--- src/rtl/sprite_palette_bank.sv ---
// Multi-bank sprite palette: registered colour lookup with transparency and a frame-timed hit flash.
// Optional macro PALETTE_WRITE_EN enables the runtime palette write port; otherwise the palette is a constant gray ramp.
module sprite_palette_bank #(
    parameter int INDEX_W         = 4,
    parameter int COLOR_W         = 4,
    parameter int NUM_BANKS       = 4,
    parameter int TRANSPARENT_IDX = 0,
    parameter int FLASH_TICKS     = 6,
    localparam int BANK_W         = (NUM_BANKS > 1) ? $clog2(NUM_BANKS) : 1
) (
    input  logic                   clk,
    input  logic                   reset_n,
    input  logic                   frame_tick,
    input  logic                   pix_valid,
    input  logic [BANK_W-1:0]      bank_sel,
    input  logic [INDEX_W-1:0]     index,
    input  logic                   wr_en,
    input  logic [BANK_W-1:0]      wr_bank,
    input  logic [INDEX_W-1:0]     wr_index,
    input  logic [3*COLOR_W-1:0]   wr_rgb,
    input  logic                   flash_start,
    output logic [COLOR_W-1:0]     red,
    output logic [COLOR_W-1:0]     green,
    output logic [COLOR_W-1:0]     blue,
    output logic                   out_valid,
    output logic                   out_transparent,
    output logic                   flash_busy
);
    localparam int RGB_W   = 3 * COLOR_W;
    localparam int ENTRIES = 1 << INDEX_W;
    localparam int TICK_W  = (FLASH_TICKS > 1) ? $clog2(FLASH_TICKS) : 1;
    localparam logic [TICK_W-1:0] LAST_TICK = TICK_W'(FLASH_TICKS - 1);

    typedef enum logic {IDLE, FLASH} state_t;

    function automatic logic bank_ok(input logic [BANK_W-1:0] b);
        return int'(b) < NUM_BANKS;
    endfunction

    function automatic logic [RGB_W-1:0] gray(input int i);
        logic [COLOR_W-1:0] c;
        c = i[COLOR_W-1:0];
        return {c, c, c};
    endfunction

    logic [RGB_W-1:0] rd_rgb;

`ifdef PALETTE_WRITE_EN
    logic [RGB_W-1:0] palette [NUM_BANKS][ENTRIES];

    // NOTE: storage is register-based, so the gray ramp is loaded by reset rather than by an init file.
    always_ff @(posedge clk or negedge reset_n) begin
        if (!reset_n) begin
            for (int b = 0; b < NUM_BANKS; b++)
                for (int e = 0; e < ENTRIES; e++)
                    palette[b][e] <= gray(e);
        end else if (wr_en && bank_ok(wr_bank)) begin
            palette[wr_bank][wr_index] <= wr_rgb;
        end
    end

    always_comb begin
        rd_rgb = '0;
        if (bank_ok(bank_sel))
            rd_rgb = palette[bank_sel][index];
    end
`else
    logic unused_wr;
    assign unused_wr = ^{wr_en, wr_bank, wr_index, wr_rgb};

    // Every bank holds the same constant ramp, so the lookup reduces to the index itself.
    always_comb begin
        rd_rgb = gray(int'(index));
    end
`endif

    state_t            state, next_state;
    logic [TICK_W-1:0] tick_cnt, next_cnt;
    logic              phase, next_phase;

    // NOTE: sequential state uses non-blocking assignments so every register samples pre-edge values.
    always_ff @(posedge clk or negedge reset_n) begin
        if (!reset_n) begin
            state    <= IDLE;
            tick_cnt <= '0;
            phase    <= 1'b0;
        end else begin
            state    <= next_state;
            tick_cnt <= next_cnt;
            phase    <= next_phase;
        end
    end

    // NOTE: defaults first keep this block free of inferred latches.
    always_comb begin
        next_state = state;
        next_cnt   = tick_cnt;
        next_phase = phase;
        unique case (state)
            IDLE: begin
                if (flash_start) begin
                    next_state = FLASH;
                    next_cnt   = '0;
                    next_phase = 1'b1;
                end
            end
            FLASH: begin
                if (flash_start) begin
                    next_cnt   = '0;
                    next_phase = 1'b1;
                end else if (frame_tick) begin
                    if (tick_cnt == LAST_TICK) begin
                        next_state = IDLE;
                        next_cnt   = '0;
                        next_phase = 1'b0;
                    end else begin
                        next_cnt   = tick_cnt + 1'b1;
                        next_phase = ~phase;
                    end
                end
            end
            default: next_state = IDLE;
        endcase
    end

    assign flash_busy = (state == FLASH);

    logic lookup_transparent;
    assign lookup_transparent = !bank_ok(bank_sel) || (index == INDEX_W'(TRANSPARENT_IDX));

    // Colour and transparency only update on a valid request; otherwise they hold.
    always_ff @(posedge clk or negedge reset_n) begin
        if (!reset_n) begin
            {red, green, blue} <= '0;
            out_valid          <= 1'b0;
            out_transparent    <= 1'b0;
        end else begin
            out_valid <= pix_valid;
            if (pix_valid) begin
                if (lookup_transparent) begin
                    {red, green, blue} <= '0;
                    out_transparent    <= 1'b1;
                end else begin
                    {red, green, blue} <= phase ? '1 : rd_rgb;
                    out_transparent    <= 1'b0;
                end
            end
        end
    end
endmodule

--- config.mk ---
export PLATFORM = sky130hd
export DESIGN_NAME = sprite_palette_bank
export DESIGN_NICKNAME = d
export VERILOG_FILES = /design/src/rtl/sprite_palette_bank.sv
export SDC_FILE = /design/constraint.sdc
export NUM_CORES = 1
export LEC_CHECK = 0
export ABC_CLOCK_PERIOD_IN_PS = 2300
export BUFFER_PORTS_ARGS = -buffer_cell sky130_fd_sc_hd__buf_2
export CORE_MARGIN = 8
export CORE_UTILIZATION = 39
export DETAILED_ROUTE_END_ITERATION = 10
export GPL_ROUTABILITY_DRIVEN = 0
export PLACE_DENSITY = 0.83
export SLEW_MARGIN = 20
export SYNTH_ARGS = -nofsm -noshare
export SYNTH_HDL_FRONTEND = slang
export SYNTH_SLANG_ARGS = --single-unit
--- constraint.sdc ---
create_clock -name clk -period 2.3 [get_ports clk]
set_input_delay 0.115 -clock clk [delete_from_list [all_inputs] [get_ports clk]]
set_output_delay 0.115 -clock clk [all_outputs]
set_load 0.05 [all_outputs]
* Yosys cells after proc, flatten, opt, wreduce, memory -nomap -nowiden
Cells that the tools add are included. Widths: inputs -> output; s select.
Word-level totals: bits in registers 19, input port bits 30, output and inout bits 15
Operators by class: $add $sub $neg 1, equal/unequal tests 3, muxes and demuxes 20, bitwise gates (word level) 2, reduce and logical (&&, ||, !) cells 2
Operators by type and width (count):
- $mux 12 | 1
- $mux 3 | 4
- $mux 4 | 3
- $mux 1 | 9
- $pmux 3 s2 | 1
- $logic_not 4->1 | 1
- $pmux 1 s2 | 2
- $add 3x1->3 const B | 1
- $eq 3x3->1 const B | 1
- $ne 3x3->1 const B | 1
- $ne 2x2->1 const B | 1
- $not 1->1 | 2
- $reduce_and 2->1 | 1

* Logic depth before layout (Yosys ltp)
depth after elaboration 5, depth in mapped cells 2

* Worst setup path after synthesis
No wires, ideal clock.
path type reg-to-reg, from register state, in the netlist flash_busy, to register tick_cnt[1], data arrival time 1.273 ns, path slack 0.902 ns, stages on the path, launching flop included 3, buffers on the path 0, clock period less this slack 1.398 ns, path through dfrtp_1 and3_1 mux2_2
On the way: word-level cells in the longest chain between the ends 3, elaborated cells between the ends (all ways) 5, classes of those cells eq/ne (2); mux (1); bitwise (1); reduce/logical (1)
Ends and longest elaborated chain:
- start: declaration | RTL line 77 | state_t state, next_state;
- start signal: assignment | RTL line 88 | state <= next_state;
- $not 1->1
- $ne 2x2->1 (no line)
- $reduce_and 2->1 (no line)
- end signal: assignment | RTL line 89 | tick_cnt <= next_cnt;
- end: declaration | RTL line 78 | logic [TICK_W-1:0] tick_cnt, next_cnt;
Several ways; a longest one is shown, not always the timed one. A chain may end at the register's enable or synchronous reset.

* Final worst setup path
Same ends and word-level chain as after synthesis.

==> results by group <==
Clock network
  – CTS tree: yes
  – Htree depth: 1
  – TritonCTS Sinks: 11
  – Setup bufs post-CTS: 0
  – Clock slew at reported path FFs: 60 ps
  – Clock tree buffer depth: 2
  – Cts repair resizes: 0
  – Worst-Skew Late Latency: roughly 270 ps
  – Number of buffers created by CTS: 3
  – Clk root buf: clkbuf_4

Cells and area
  – Layout cells sized above 1: approximately 43%
  – Non-filler cells, final: 85
  – Most common cell after layout, fill and taps aside: buf_2
  – ANT cells: 0
  – Final design utilization: slightly above 50%
  – Commonest non-fill, non-tap cells in the layout: buf_2 (23), dfrtp_1 (11), inv_1 (4), nor2_1 (4), o22ai_1 (4)
  – Fin nets: ~100
  – Area Overhead vs Synth: 20.1%
  – Post-Layout Inst Area: around 660 um^2

Floorplan
  – # rows: 13
  – Core Region: between 0.001 and 0.0015 mm^2
  – Full die area: approximately 0.0029 mm^2
  – Die width: 53.5 um
  – # IOs: 45
  – Die height: 53.5 um
  – Starting Density: around 42%

Logic synthesis
  – Post-synthesis compound-gate area fraction: 14.8%
  – Post-synthesis sequential area ratio: about half
  – Cell count after synthesis: 50
  – Ys flop type: dfrtp_1
  – Average cell area after synthesis: around 11 um^2
  – Post-synthesis mux area share: a little under 6%
  – Post-synth EDFFs: 0
  – Post-synth ARST share: 100%
  – Post-synthesis share of cell area spent on xor and xnor gates: 0%
  – Share of the synthesized area in the top cell type: approximately 50%
  – Register bit total from synthesis: 11
  – Area contributors post-synth: dfrtp_1 (50%), buf_4 (11%), o22ai_1 (4.6%)
  – Area leader, netlist: dfrtp_1
  – Syn Std Cell Area: approximately 550 um^2
  – Largest family of logic cells by synthesized area: simple AND/OR/NAND/NOR gates
  – Syn Nets: 80
  – YS warnings: 0
  – Adder-Cell Fraction of Synth Area: 0%
  – Synth Area in Simple Gates: roughly 15%
  – Netlist cell types: 21

Worst setup path
  – Crit path cell chain: and3_1 > mux2_2
  – Critical Path Source: flash_busy
  – Startpoint Class: register
  – Worst path slowest cell: dfrtp_1
  – Setup crit end kind: register
  – Crit path required time: 2460 ps
  – WS Path Type: register to register
  – Reg2reg start: flash_busy
  – Crit path DAT: 1270 ps
  – CP peak stage delay: roughly 430 ps
  – Crit-path max FO: 7

STA
  – Final TNS setup: 0 ps
  – # setup viols final: 0
  – Final Hold Vio Count: 0
  – Clock Skew: 1.56 ps
  – RSZ-0062 raised after global routing: no
  – Slew headroom: 69.5%
  – Tcrit/Tclk final: about half
  – Slew @ Worst Pin: around 450 ps
  – Final setup margin: 1180 ps
  – Fmax: 896 MHz
  – Minimum clock period: between 1000 and 1500 ps
  – Max Slew Vio Count: 0

Detailed routing
  – Post-Route WL: roughly 1200 um
  – DRT Pass-1 Iters: 3
  – DRT antenna net count: 0
  – Vias: approximately 430
  – DRC Markers: 0
  – Routed wire per std cell: roughly 14 um
  – Initial DRC count: 3
  – Vias per Instance: approximately 5.1

Placement
  – Area post-placement: ~620 um^2
  – Dpl cells: 80
  – Post-Place Worst Slack: 1190 ps
  – Buffers on Ports: 23

Global route
  – Gr usage total: under 10%
  – Global-route wire length before repair: roughly 1800 um
  – Vias in the first global route: 410
  – Initial antenna violation count: 0
  – GRT overflow: 0
  – Largest net degree at the start of global routing: 12

Hold path
  – Startpoint of the worst hold path: pix_valid
  – Worst min path class: input port to register

Flow run
  – Max cap viols: 0

Power
  – Pwr dens: ~760 mW/mm^2
  – Leak: roughly 0.33 nW
  – VDD IR max: 0.000361 V

Outcome
  – Outcome: complete, no violations
## registers in the layout (all words and copies together) (netlist names)
| name | count |
|---|---|
| green | 4 |
| tick_cnt | 3 |
| flash_busy | 1 |
| out_transparent | 1 |
| out_valid | 1 |
| phase | 1 |
## area by class of cell
cell class	count	area [um^2]
fillers	125	643
multi-input cells	27	198
inverters	4	15.0
clock buffers	4	26.3
well taps	15	18.8
repair buffers	24	125
flip-flops and latches	11	275
## cells in the mapped netlist (2+ instances only)
library cell and n:
dfrtp_1 11, buf_4 8, inv_1 4, nor2_1 4, o22ai_1 4, mux2_2 2, nand2b_1 2, nand3b_1 2
## what timing repair did
action,4_1_cts,5_1_grt
hold buffers,1,0
endpoints found under the hold margin,11,0
setup endpoints to repair,0,0
## per-stage QoR
stage	hold WS, ps	total power [mW]
2_1_floorplan	-181	0.349
3_3_place_gp	-5.15	0.372
3_5_place_dp	-6.91	0.375
4_1_cts	36.1	0.509
5_1_grt	34.5	0.525
6_report	43.0	0.501
## where the power goes
part,total (mW),switching (mW),internal (mW),leakage [nW]
combinational,0.154,0.117,0.0373,0.184
sequential,0.217,0.0107,0.206,0.130
clock,0.131,0.0633,0.0673,0.0150
## logic make-up after synthesis
kind of cell / count (synthesis)
AND/OR/NAND/NOR: 14
buffers and inverters: 12
flip-flops: 11
AO/OA/AOI/OAI: 10
multiplexers: 3
## critical path, delay by kind of cell (launching register included)
| kind | cells | cell delay (ps) |
|---|---|---|
| and+or+nand+nor | 1 | 230 |
| muxes | 1 | 340 |
| DFF | 1 | 430 |
## per-layer routing
metal  GRT usage (%)  routed length [um]
met5               0                   0
met4            5.04                  22
met3            5.32                 112
met2            14.6                 600
met1            8.40                 419
## final timing paths
| check | depth (start not counted) | to | slack [ps] |
|---|---|---|---|
| worst max-delay path | 2 | tick_cnt[1] | 1180 |
| worst min-delay path | 1 | out_valid | 40 |
| worst max register to register | 2 | tick_cnt[1] | 1180 |
| worst min register to register | 1 | out_transparent | 520 |
| max in group asynchronous | 2 | out_valid | 1870 |
| min in group asynchronous | 2 | tick_cnt[2] | 240 |
Power figures use the tool's default switching activity.
